### src/rtl/counter_sweep_ctrl_pkg.sv
// Shared definitions for the counter sweep controller: FSM state codes,
// counting-direction constants and the start-argument validity rule.
package counter_sweep_pkg;

    // FSM state encoding, kept as plain constants so legacy code can decode it.
    localparam logic [1:0] ST_IDLE = 2'd0;  // counter parked at lo, waiting for start
    localparam logic [1:0] ST_ARM  = 2'd1;  // one cycle: release the load, seed the checker
    localparam logic [1:0] ST_UP   = 2'd2;  // counting towards hi
    localparam logic [1:0] ST_DOWN = 2'd3;  // counting back towards lo

    // Value driven on cnt_up_down.
    localparam logic DIR_UP   = 1'b1;
    localparam logic DIR_DOWN = 1'b0;

    // A run may start only with a non-empty sweep count and a non-empty range
    // that lies entirely below the counter's wrap point.
    function automatic logic sweep_args_ok(
        input int unsigned lo,
        input int unsigned hi,
        input int unsigned sweeps,
        input int unsigned wrap
    );
        return (sweeps != 0) && (hi > lo) && (hi <= wrap);
    endfunction

endpackage

### src/rtl/counter_sweep_ctrl_if.sv
// Bundle between the comparator control logic, the sweep controller and the
// up/down counter. The controller takes the master view: it consumes the
// start/abort command and the counter read-back, and drives the status and
// counter command signals. The slave view is the mirror image, used by
// whatever sits on the other side (control logic plus counter).
interface counter_sweep_ctrl_if #(
    parameter int WIDTH   = 8,
    parameter int SWEEP_W = 4
);

    // Command side
    logic               start;
    logic               abort;
    logic [WIDTH-1:0]   lo_in;
    logic [WIDTH-1:0]   hi_in;
    logic [SWEEP_W-1:0] sweeps_in;

    // Status side
    logic               busy;
    logic               done;
    logic               err;

    // Counter side
    logic               cnt_load;
    logic [WIDTH-1:0]   cnt_data;
    logic               cnt_up_down;
    logic [WIDTH-1:0]   cnt_wrap;
    logic [WIDTH-1:0]   cnt_count;

    modport master (
        input  start, abort, lo_in, hi_in, sweeps_in, cnt_count,
        output busy, done, err, cnt_load, cnt_data, cnt_up_down, cnt_wrap
    );

    modport slave (
        output start, abort, lo_in, hi_in, sweeps_in, cnt_count,
        input  busy, done, err, cnt_load, cnt_data, cnt_up_down, cnt_wrap
    );

endinterface

### src/rtl/counter_sweep_ctrl_seq_checker.sv
// Expected-count tracker for the sweep controller. It is seeded with the low
// bound when the run is armed, then follows the direction the controller is
// driving, one step per cycle. Whenever it is stepping, the counter's
// read-back must equal the tracked value; otherwise mismatch is raised.
module counter_seq_checker
    import counter_sweep_pkg::*;
#(
    parameter int WIDTH = 8
) (
    input  logic             clk,
    input  logic             rst,
    input  logic             init,
    input  logic [WIDTH-1:0] init_val,
    input  logic             step,
    input  logic             dir,
    input  logic [WIDTH-1:0] count,
    output logic             mismatch
);

    logic [WIDTH-1:0] exp_q;

    // Track the value the counter should show in the current cycle.
    // NOTE: exp_q is an ordinary register, not a memory, so it takes a reset
    // value; without it a mid-run reset would leave a stale expectation.
    always_ff @(posedge clk or negedge rst) begin
        if (!rst) begin
            exp_q <= '0;
        end else if (init) begin
            exp_q <= init_val;
        end else if (step) begin
            exp_q <= (dir == DIR_UP) ? exp_q + WIDTH'(1) : exp_q - WIDTH'(1);
        end
    end

    // Compare only while the counter is free-running under our control.
    assign mismatch = step && (count != exp_q);

endmodule

### src/rtl/counter_sweep_ctrl.sv
// Sweep controller for the 8-bit up/down counter.
// Accepts a start request with bounds lo/hi and a sweep count N, then drives
// the counter through N ping-pong sweeps lo->hi->lo, reversing direction one
// cycle before each bound so the counter lands exactly on it. Every count the
// counter returns while sweeping is compared with an internally tracked
// expectation; a mismatch ends the run with err and done. Between runs the
// counter is held loaded with lo (parked).
module counter_sweep_ctrl
    import counter_sweep_pkg::*;
#(
    parameter int WIDTH      = 8,
    parameter int WRAP_VALUE = 99,
    parameter int SWEEP_W    = 4
) (
    input  logic                 clk,
    input  logic                 rst,
    counter_sweep_ctrl_if.master bus
);

    localparam logic [WIDTH-1:0] WRAP = WIDTH'(WRAP_VALUE);

    // Run state and latched arguments
    logic [1:0]         state_q;
    logic [WIDTH-1:0]   lo_q;
    logic [WIDTH-1:0]   hi_q;
    logic [SWEEP_W-1:0] rem_q;      // sweeps still to finish, including the current one

    // Registered outputs
    logic               busy_q;
    logic               done_q;
    logic               err_q;
    logic               load_q;
    logic [WIDTH-1:0]   data_q;
    logic               dir_q;

    // Decodes of the current cycle
    logic               start_ok;
    logic               at_top;
    logic               at_bottom;
    logic               chk_init;
    logic               chk_step;
    logic               mismatch;

    // Decode argument validity, turn-around points and checker controls.
    always_comb begin
        start_ok  = sweep_args_ok(32'(bus.lo_in), 32'(bus.hi_in),
                                  32'(bus.sweeps_in), 32'(WRAP));
        // Reversal is requested one count early: the counter still takes
        // one step in the old direction on the edge that flips cnt_up_down.
        at_top    = (bus.cnt_count == hi_q - WIDTH'(1));
        at_bottom = (bus.cnt_count == lo_q + WIDTH'(1));
        chk_init  = (state_q == ST_ARM);
        chk_step  = (state_q == ST_UP) || (state_q == ST_DOWN);
    end

    counter_seq_checker #(
        .WIDTH    (WIDTH)
    ) u_checker (
        .clk      (clk),
        .rst      (rst),
        .init     (chk_init),
        .init_val (lo_q),
        .step     (chk_step),
        .dir      (dir_q),
        .count    (bus.cnt_count),
        .mismatch (mismatch)
    );

    // Sweep FSM: argument capture, direction control, run termination.
    // NOTE: every register here uses non-blocking assignment so all of them
    // update together from pre-edge values; later assignments in the same
    // branch deliberately override earlier defaults.
    always_ff @(posedge clk or negedge rst) begin
        if (!rst) begin
            state_q <= ST_IDLE;
            lo_q    <= '0;
            hi_q    <= '0;
            rem_q   <= '0;
            busy_q  <= 1'b0;
            done_q  <= 1'b0;
            err_q   <= 1'b0;
            load_q  <= 1'b1;
            data_q  <= '0;
            dir_q   <= DIR_UP;
        end else begin
            done_q <= 1'b0;

            if (bus.abort) begin
                // Cancel from any state: park at lo quietly, keep err as is.
                state_q <= ST_IDLE;
                load_q  <= 1'b1;
                data_q  <= lo_q;
                busy_q  <= 1'b0;
            end else begin
                case (state_q)
                    ST_IDLE: begin
                        load_q <= 1'b1;
                        data_q <= lo_q;
                        if (bus.start) begin
                            if (start_ok) begin
                                lo_q    <= bus.lo_in;
                                hi_q    <= bus.hi_in;
                                rem_q   <= bus.sweeps_in;
                                data_q  <= bus.lo_in;
                                err_q   <= 1'b0;
                                busy_q  <= 1'b1;
                                state_q <= ST_ARM;
                            end else begin
                                // Rejected request: report and stay parked.
                                err_q  <= 1'b1;
                                done_q <= 1'b1;
                            end
                        end
                    end

                    ST_ARM: begin
                        // Counter now holds lo; let it run upwards.
                        load_q  <= 1'b0;
                        dir_q   <= DIR_UP;
                        state_q <= ST_UP;
                    end

                    ST_UP: begin
                        if (mismatch) begin
                            state_q <= ST_IDLE;
                            load_q  <= 1'b1;
                            data_q  <= lo_q;
                            busy_q  <= 1'b0;
                            err_q   <= 1'b1;
                            done_q  <= 1'b1;
                        end else if (at_top) begin
                            dir_q   <= DIR_DOWN;
                            state_q <= ST_DOWN;
                        end
                    end

                    ST_DOWN: begin
                        if (mismatch) begin
                            state_q <= ST_IDLE;
                            load_q  <= 1'b1;
                            data_q  <= lo_q;
                            busy_q  <= 1'b0;
                            err_q   <= 1'b1;
                            done_q  <= 1'b1;
                        end else if (at_bottom) begin
                            if (rem_q > SWEEP_W'(1)) begin
                                rem_q   <= rem_q - SWEEP_W'(1);
                                dir_q   <= DIR_UP;
                                state_q <= ST_UP;
                            end else begin
                                // Counter lands on lo this edge; hold it there.
                                state_q <= ST_IDLE;
                                load_q  <= 1'b1;
                                data_q  <= lo_q;
                                busy_q  <= 1'b0;
                                done_q  <= 1'b1;
                            end
                        end
                    end

                    default: begin
                        state_q <= ST_IDLE;
                        load_q  <= 1'b1;
                        data_q  <= lo_q;
                        busy_q  <= 1'b0;
                    end
                endcase
            end
        end
    end

    assign bus.busy        = busy_q;
    assign bus.done        = done_q;
    assign bus.err         = err_q;
    assign bus.cnt_load    = load_q;
    assign bus.cnt_data    = data_q;
    assign bus.cnt_up_down = dir_q;
    // The wrap point is a fixed property of the attached counter.
    assign bus.cnt_wrap    = WRAP;

endmodule
### src/flat_wrapper.sv
// flat-port wrapper written by rule: the top's interface ports become plain ports
module counter_sweep_ctrl_flat import counter_sweep_pkg::*;
#(
    parameter int WIDTH      = 8,
    parameter int WRAP_VALUE = 99,
    parameter int SWEEP_W    = 4
)
  (clk, rst, bus_start, bus_abort, bus_lo_in, bus_hi_in, bus_sweeps_in, bus_cnt_count, bus_busy, bus_done, bus_err, bus_cnt_load, bus_cnt_data, bus_cnt_up_down, bus_cnt_wrap);
  counter_sweep_ctrl_if #(.WIDTH(WIDTH), .SWEEP_W(SWEEP_W)) bus_i ();
  input  logic clk;
  input  logic rst;
  input wire logic [$bits(bus_i.start)-1:0] bus_start;
  input wire logic [$bits(bus_i.abort)-1:0] bus_abort;
  input wire logic [$bits(bus_i.lo_in)-1:0] bus_lo_in;
  input wire logic [$bits(bus_i.hi_in)-1:0] bus_hi_in;
  input wire logic [$bits(bus_i.sweeps_in)-1:0] bus_sweeps_in;
  input wire logic [$bits(bus_i.cnt_count)-1:0] bus_cnt_count;
  output wire logic [$bits(bus_i.busy)-1:0] bus_busy;
  output wire logic [$bits(bus_i.done)-1:0] bus_done;
  output wire logic [$bits(bus_i.err)-1:0] bus_err;
  output wire logic [$bits(bus_i.cnt_load)-1:0] bus_cnt_load;
  output wire logic [$bits(bus_i.cnt_data)-1:0] bus_cnt_data;
  output wire logic [$bits(bus_i.cnt_up_down)-1:0] bus_cnt_up_down;
  output wire logic [$bits(bus_i.cnt_wrap)-1:0] bus_cnt_wrap;
  assign bus_i.start = bus_start;
  assign bus_i.abort = bus_abort;
  assign bus_i.lo_in = bus_lo_in;
  assign bus_i.hi_in = bus_hi_in;
  assign bus_i.sweeps_in = bus_sweeps_in;
  assign bus_i.cnt_count = bus_cnt_count;
  assign bus_busy = bus_i.busy;
  assign bus_done = bus_i.done;
  assign bus_err = bus_i.err;
  assign bus_cnt_load = bus_i.cnt_load;
  assign bus_cnt_data = bus_i.cnt_data;
  assign bus_cnt_up_down = bus_i.cnt_up_down;
  assign bus_cnt_wrap = bus_i.cnt_wrap;
  counter_sweep_ctrl #(.WIDTH(WIDTH), .WRAP_VALUE(WRAP_VALUE), .SWEEP_W(SWEEP_W)) u_core (.clk(clk), .rst(rst), .bus(bus_i));
endmodule
### config.mk
export PLATFORM = sky130hd
export DESIGN_NAME = counter_sweep_ctrl_flat
export DESIGN_NICKNAME = d
export VERILOG_FILES = /design/src/rtl/counter_sweep_ctrl_pkg.sv /design/src/rtl/counter_sweep_ctrl_if.sv /design/src/rtl/counter_sweep_ctrl_seq_checker.sv /design/src/rtl/counter_sweep_ctrl.sv /design/src/flat_wrapper.sv
export SDC_FILE = /design/constraint.sdc
export NUM_CORES = 1
export LEC_CHECK = 0
export ABC_AREA = 1
export CORE_UTILIZATION = 45
export DETAILED_ROUTE_END_ITERATION = 12
export PLACE_DENSITY = 0.76
export SLEW_MARGIN = 20
export SYNTH_ARGS = -nofsm -noshare
export SYNTH_HDL_FRONTEND = slang
export SYNTH_SLANG_ARGS = --single-unit
### constraint.sdc
create_clock -name clk -period 2.1 [get_ports clk]
set_input_delay 0.42 -clock clk [delete_from_list [all_inputs] [get_ports clk]]
set_output_delay 0.42 -clock clk [all_outputs]
set_load 0.01 [all_outputs]
# [Word-level counts from Yosys, hierarchy flattened]
# Cells that the tools add are included.
# Widths: inputs -> output; s select.
[totals] ff_bits=43 latch_bits=0 mem_bits_rw=0 romBits=0 input_bits=32 output_inout_bits=21 word_cells=117 mem_count=0
[classes] addsub=5 mul=0 n_div=0 order_cmp=3 eq_ne=20 shift=0 mux=56 n_bitwise=1 reduce_logical=21
[ops] op="$mux 8" count=10
[ops] op="$mux 1" count=25
[ops] op="$pmux 8 s3" count=1
[ops] op="$mux 4" count=5
[ops] op="$add 8x1->8 const B" count=2
[ops] op="$eq 8x8->1" count=2
[ops] op="$mux 2" count=8
[ops] op="$reduce_and 4->1" count=4
[ops] op="$sub 8x1->8 const B" count=2
[ops] op="$reduce_and 7->1" count=2
[ops] op="$pmux 1 s3" count=3
[ops] op="$gt 8x8->1" count=1
[ops] op="$le 8x7->1 const B" count=1
[ops] op="$ne 2x1->1 const B" count=4
[ops] op="$ne 2x2->1 const B" count=4
[ops] op="$ne 4x2->1 const B" count=2
[ops] op="$ne 8x8->1" count=1
[ops] op="$pmux 2 s4" count=1
[ops] op="$pmux 4 s2" count=1
[ops] op="$reduce_bool 4->1" count=2
[ops] op="$ne 3x2->1 const B" count=2
[ops] op="$reduce_and 6->1" count=1
[ops] op="$reduce_bool 2->1" count=3
[ops] op="$eq 2x2->1 const B" count=2
[ops] op="other kinds (15)" count=17

# [Longest topological paths before layout]
[depth] word_depth=7 depth_mapped=15 depth_no_buf=14

# [Modules after synthesis]
# A second synthesis with hierarchy kept.
[unflattened] hier_cells=512 hier_area_um2=3568.4
[modules_own_cells] mod="counter_sweep_ctrl" n_inst=1 cells_each=404 area_each_um2=2787.7
[modules_own_cells] mod="counter_seq_checker" n_inst=1 cells_each=108 area_each_um2=780.7

# [Worst setup path before layout]
# OpenSTA, ideal clock, no wires.
[synth_timing] path_type="flip-flop to flip-flop" start="reg u_core.dir_q, in the netlist u_core.bus.cnt_up_down" end="reg u_core.u_checker.exp_q[6]" arrival_ps=1903 t_required_ps=1976 path_slack_ps=73 path_stages_with_launch=10 cell_sequence="dfstp_2 -> inv_1 -> fa_1 -> nand2_1 -> a21boi_0 -> o21ai_0 -> nand2_1 -> a21oi_1 -> xor2_1 -> o21bai_1"
[synth_via] elab_chain_len=3
[synth_lines] item="start: declaration" line_no="counter_sweep_ctrl.sv:34" text="logic dir_q;"
[synth_lines] item="start signal: assignment" line_no="counter_sweep_ctrl.sv:84" text="dir_q <= DIR_UP;"
[synth_lines] item="start signal: assignment" line_no="counter_sweep_ctrl.sv:119" text="dir_q <= DIR_UP;"
[synth_lines] item="start signal: assignment" line_no="counter_sweep_ctrl.sv:132" text="dir_q <= DIR_DOWN;"
[synth_lines] item="$mux 8" line_no="counter_sweep_ctrl_seq_checker.sv:31" text="exp_q <= (dir == DIR_UP) ? exp_q + WIDTH'(1) : exp_q - WIDTH'(1);"
[synth_lines] item="$mux 8" line_no="counter_sweep_ctrl_seq_checker.sv:30" text="end else if (step) begin"
[synth_lines] item="$mux 8" line_no="counter_sweep_ctrl_seq_checker.sv:28" text="end else if (init) begin"
[synth_lines] item="end signal: assignment" line_no="counter_sweep_ctrl_seq_checker.sv:29" text="exp_q <= init_val;"
[synth_lines] item="end signal: assignment" line_no="counter_sweep_ctrl_seq_checker.sv:31"
[synth_lines] item="end: declaration" line_no="counter_sweep_ctrl_seq_checker.sv:20" text="logic [WIDTH-1:0] exp_q;"
# No other way between the ends. The select of a mux whose other input is x is not followed.
# A chain may end at the register's enable or synchronous reset.

# [Final worst setup path]
[layout_timing] start="in bus_lo_in[0]" end="reg u_core.data_q[6], in the netlist u_core.bus.cnt_data[6]"
[layout_via] elab_chain_len=7
[layout_lines] item="start: declaration" line_no="flat_wrapper.sv:14" text="input wire logic [$bits(bus_i.lo_in)-1:0] bus_lo_in;"
[layout_lines] item="$gt 8x8->1" line_no="counter_sweep_ctrl_pkg.sv:23" text="return (sweeps != 0) && (hi > lo) && (hi <= wrap);"
[layout_lines] item="$logic_and 1x1->1 (2 in series)" line_no="counter_sweep_ctrl_pkg.sv:23"
[layout_lines] item="$mux 8"
[layout_lines] item="$mux 8" line_no="counter_sweep_ctrl.sv:99" text="if (bus.start) begin"
[layout_lines] item="$pmux 8 s3" line_no="counter_sweep_ctrl.sv:95" text="case (state_q)"
[layout_lines] item="$mux 8" line_no="counter_sweep_ctrl.sv:88" text="if (bus.abort) begin"
[layout_lines] item="end signal: assignment" line_no="counter_sweep_ctrl.sv:92" text="data_q <= lo_q;"
[layout_lines] item="end signal: assignment" line_no="counter_sweep_ctrl.sv:98" text="data_q <= lo_q;"
[layout_lines] item="end signal: assignment" line_no="counter_sweep_ctrl.sv:104" text="data_q <= bus.lo_in;"
[layout_lines] item="end: declaration" line_no="counter_sweep_ctrl.sv:33" text="logic [WIDTH-1:0] data_q;"
# No other way between the ends.

==> impl_results.md <==
- Run status: complete, no violations
- Cell Count, Final, Fillers Out: 698
- Initial standard-cell utilization of the core: 0.467
- Most instantiated library cell after synthesis: nand2_1
- Primary flip-flop cell chosen by synthesis mapping: dfrtp_1
- Static leakage power: 2.49 nW
- Period Utilization, post-route: 0.950
- Proportion of total power due to net switching: 0.446
- Remaining Overflow, GRT: 0
- Total clock buffers created by CTS: 5
- Cell taking the most area after synthesis: dfrtp_1
- Tightest Pin Transition: 769 ps
- Type of the most critical hold path: input pin to asynchronous set/reset pin
- Fin. Hold Viols: 0
- Cell area power density: 1080 nW/um^2
- Total half-perimeter wirelength after legalization and detailed placement: 7380 um
- Clock network power share: 0.130
- Portion of total power attributed to combinational logic: 0.559
- Largest stage delay on the critical path: 500 ps
- Required @ worst endpoint: 2300 ps
- Area of placed instances: 4290 um^2
- Clock-pin slew on the worst setup and hold paths: 80 ps
- Clock network latency to the later pin of the worst-skew pair: 300 ps
- Maximum number of pins on one net before global-route repair: 33
- Ant diodes: 0
- Flip-flop and latch count after synthesis: 43
- Std cell rows: 31
- Mean number of vias per cell: 5.01
- Total vias in the final route: 3497
- Fraction of registers with async set/reset: 1.00
- Global-route usage over all layers: 0.246
- TritonCTS clock tree: done
- Kind of end point of the critical path: flip-flop
- Internal Power: 0.00277 W
- Critical path buffers and inverters: 3
- Biggest area contributors in the synthesized netlist: dfrtp_1 (30%), nand2_1 (18%), inv_1 (7.8%)
- Area growth, synth to finish: 35.8%
- Cell variety after synth: 36
- Drt wl/cell: 13.5 um
- # port buffers: 44
- Peak ir drop on the vdd network: 0.000571 V
- Post-synth top area share: 0.301
- Antenna violations before repair: 0
- Count of placed standard cells including taps: 686
- Worst Setup Path Type: input pin to flip-flop
- Number of sinks driven by the clock tree: 43
- Time the worst path needs with I/O delays and setup: 1990 ps
- # nets final: 649
- Family with the most delay on the worst path: simple AND/OR/NAND/NOR gates
- Highest-delay cell along the critical path: clkdlybuf4s50_1
- Max clock buf depth: 2
- DRC violations left: 0
- Final GP Congestion: 0.917
- Final WL: 9400 um
- Die width: 89.0 um
- Chip height: 89.0 um
- Max-capacitance violation count: 0
- Vias in the first global route: 3184
- Critical Path Fanout Max: 4
- First-pass GRT wire length: 14900 um
- Total Die Area: 7920 um^2
- Max-slew violation total from the final report: 0
- Number of hold-repair buffers added at the cts stage: 0
- Root Buffer: clkbuf_8
- Relative contribution of sequential cells to total power: 0.312
- Sequential fraction of the synthesis area: 0.317
- Critical Path AT: 2190 ps
- I/O pin total: 53
- Post-route cell area: 4620 um^2
- Iteration-0 DRC Markers: 241
- Post-route setup TNS: 0 ps
- Total net switching power: 0.00222 W
- Most frequent cell on the critical path: nand2_1
- Final setup viols: 0
- Count of flip-flops with a built-in enable after synthesis: 0
- Average footprint of a synthesized cell: 6.80 um^2
- Critical path cell sequence: clkdlybuf4s50_1 > ha_1 > nand2_1 > nor2_1 > nand2_1 > nand2_2 > nor2_4 > buf_6 > buf_4 > nand4_1 > nand3_1 > nand2_1 > nand3_1 > nand2_1
- Critical Path Start Type: input pin
- Top achievable clock speed: 0.501 GHz
- Post-Route Skew: 11.5 ps
- First-pass iteration count of the detailed router: 5
- Cell count after synthesis: 501
- Fraction of layout cells with a size suffix above 1: 0.192
- Mapped Area: 3400 um^2
- Commonest cells in the netlist: nand2_1 (161), inv_1 (71), dfrtp_1 (41)
- Placeable Area: 7290 um^2
- H-tree levels: 2
- Max transition margin: 0.488
- YS warnings: 0
- Antenna Nets Post-Route: 0
-- metrics by stage --
stage / hold WS, ps / total power (W) / util / setup WS [ps]
after global routing: 253 / 0.00545 / 0.634 / -21.0
final: 189 / 0.00499 / 0.634 / 106
after floorplan: 124 / 0.00318 / - / 72.8
after CTS: 219 / 0.00487 / 0.609 / 2.84
after global placement: 457 / 0.00412 / 0.589 / -374
after detailed placement: 459 / 0.00419 / 0.589 / -440
-- repair_timing --
| item | 4_1_cts | 5_1_grt |
|---|---|---|
| setup buffers | 1 | 4 |
| endpoints found under the setup margin | 25 | 28 |
| pin swaps | 6 | 31 |
| gates resized for setup | 16 | 57 |
-- kinds of logic after synthesis --
| group | share of synthesized area |
|---|---|
| xor gates and xnor gates | 0.0463 |
| other | 0.00221 |
| and+or+nand+nor | 0.333 |
| AOI/OAI and AO/OA | 0.120 |
| adders and majority gates | 0.0720 |
| buffers and inverters | 0.110 |
| DFF | 0.317 |
-- final timing paths --
check / startpoint / endpoint / slack [ps] / depth (start not counted)
worst min register to register: u_core.bus.cnt_load$_DFFE_PN1P_ / u_core.bus.cnt_load$_DFFE_PN1P_ / 470 / 2
worst max register to register: u_core.lo_q[0]$_DFFE_PN0P_ / u_core.bus.busy$_DFFE_PN0P_ / 130 / 12
max in group asynchronous: rst / u_core.bus.busy$_DFFE_PN0P_ / 1290 / 2
worst max-delay path: bus_lo_in[0] / u_core.bus.cnt_data[6]$_DFFE_PN0P_ / 110 / 14
worst min-delay path: rst / u_core.state_q[0]$_DFFE_PN0P_ / 190 / 1
min in group clk: u_core.bus.cnt_load$_DFFE_PN1P_ / u_core.bus.cnt_load$_DFFE_PN1P_ / 470 / 2
-- layer usage --
metal | vias up | routed length (um) | track usage
met1 | 1603 | 4280 | 0.322
met2 | 99 | 4550 | 0.433
li1 | 1783 | - | -
met3 | 12 | 425 | 0.0360
met4 | 0 | 150 | 0.0563
met5 | - | 0 | 0
-- layout by cell type (no fill, tap or decap), drive strengths merged, types with 2 or more instances in the layout --
master and n:
a21oi 11, buf 56, clkbuf 7, clkdlybuf4s50 21
conb 8, dfrtp 41, dfstp 2, dlygate4sd2 5
dlymetal6s2s 17, ha 18, inv 72, nand2 166
nand3 38, nand4 11, nor2 45, nor3 3
o211ai 6, o21ai 35, o21bai 3, o221ai 6
o22ai 2, xnor2 5, xor2 13
-- state kept, by name, summed over array words and instances, names as in the netlist --
signal,flops
u_core.u_checker.exp_q,8
u_core.bus.cnt_load,1
u_core.lo_q,8
u_core.state_q,2
u_core.bus.err,1
u_core.bus.done,1
u_core.rem_q,4
u_core.hi_q,8
u_core.bus.cnt_data,8
u_core.bus.cnt_up_down,1
u_core.bus.busy,1
-- cell type report --
cell class / instances / area (um^2)
Fill cell: 658 / 2670
Multi-Input combinational cell: 377 / 2120
Sequential cell: 43 / 1080
Timing Repair Buffer: 99 / 925
Inverter: 72 / 270
Tap cell: 99 / 124
Clock buffer: 7 / 76.3
Clock inverter: 1 / 30.0
-- power groups by stage --
stage          combinational (W)  clock (W)  sequential, W
2_1_floorplan            0.00171          0        0.00147
3_3_place_gp             0.00257          0        0.00154
3_5_place_dp             0.00263          0        0.00156
4_1_cts                  0.00267   0.000656        0.00154
5_1_grt                  0.00315   0.000692        0.00161
6_report                 0.00279   0.000647        0.00156
-- worst register-to-register path, delay by kind of cell, from the launching register on --
family / cells / cell delay [ps]
AND/OR/NAND/NOR: 8 / 600
buffers and inverters: 1 / 130
XOR/XNOR: 1 / 110
adder cells (fa/ha/maj): 1 / 340
AO/OA/AOI/OAI: 1 / 270
flip-flops: 1 / 400
Note: power is estimated with default switching activity, not from simulation.
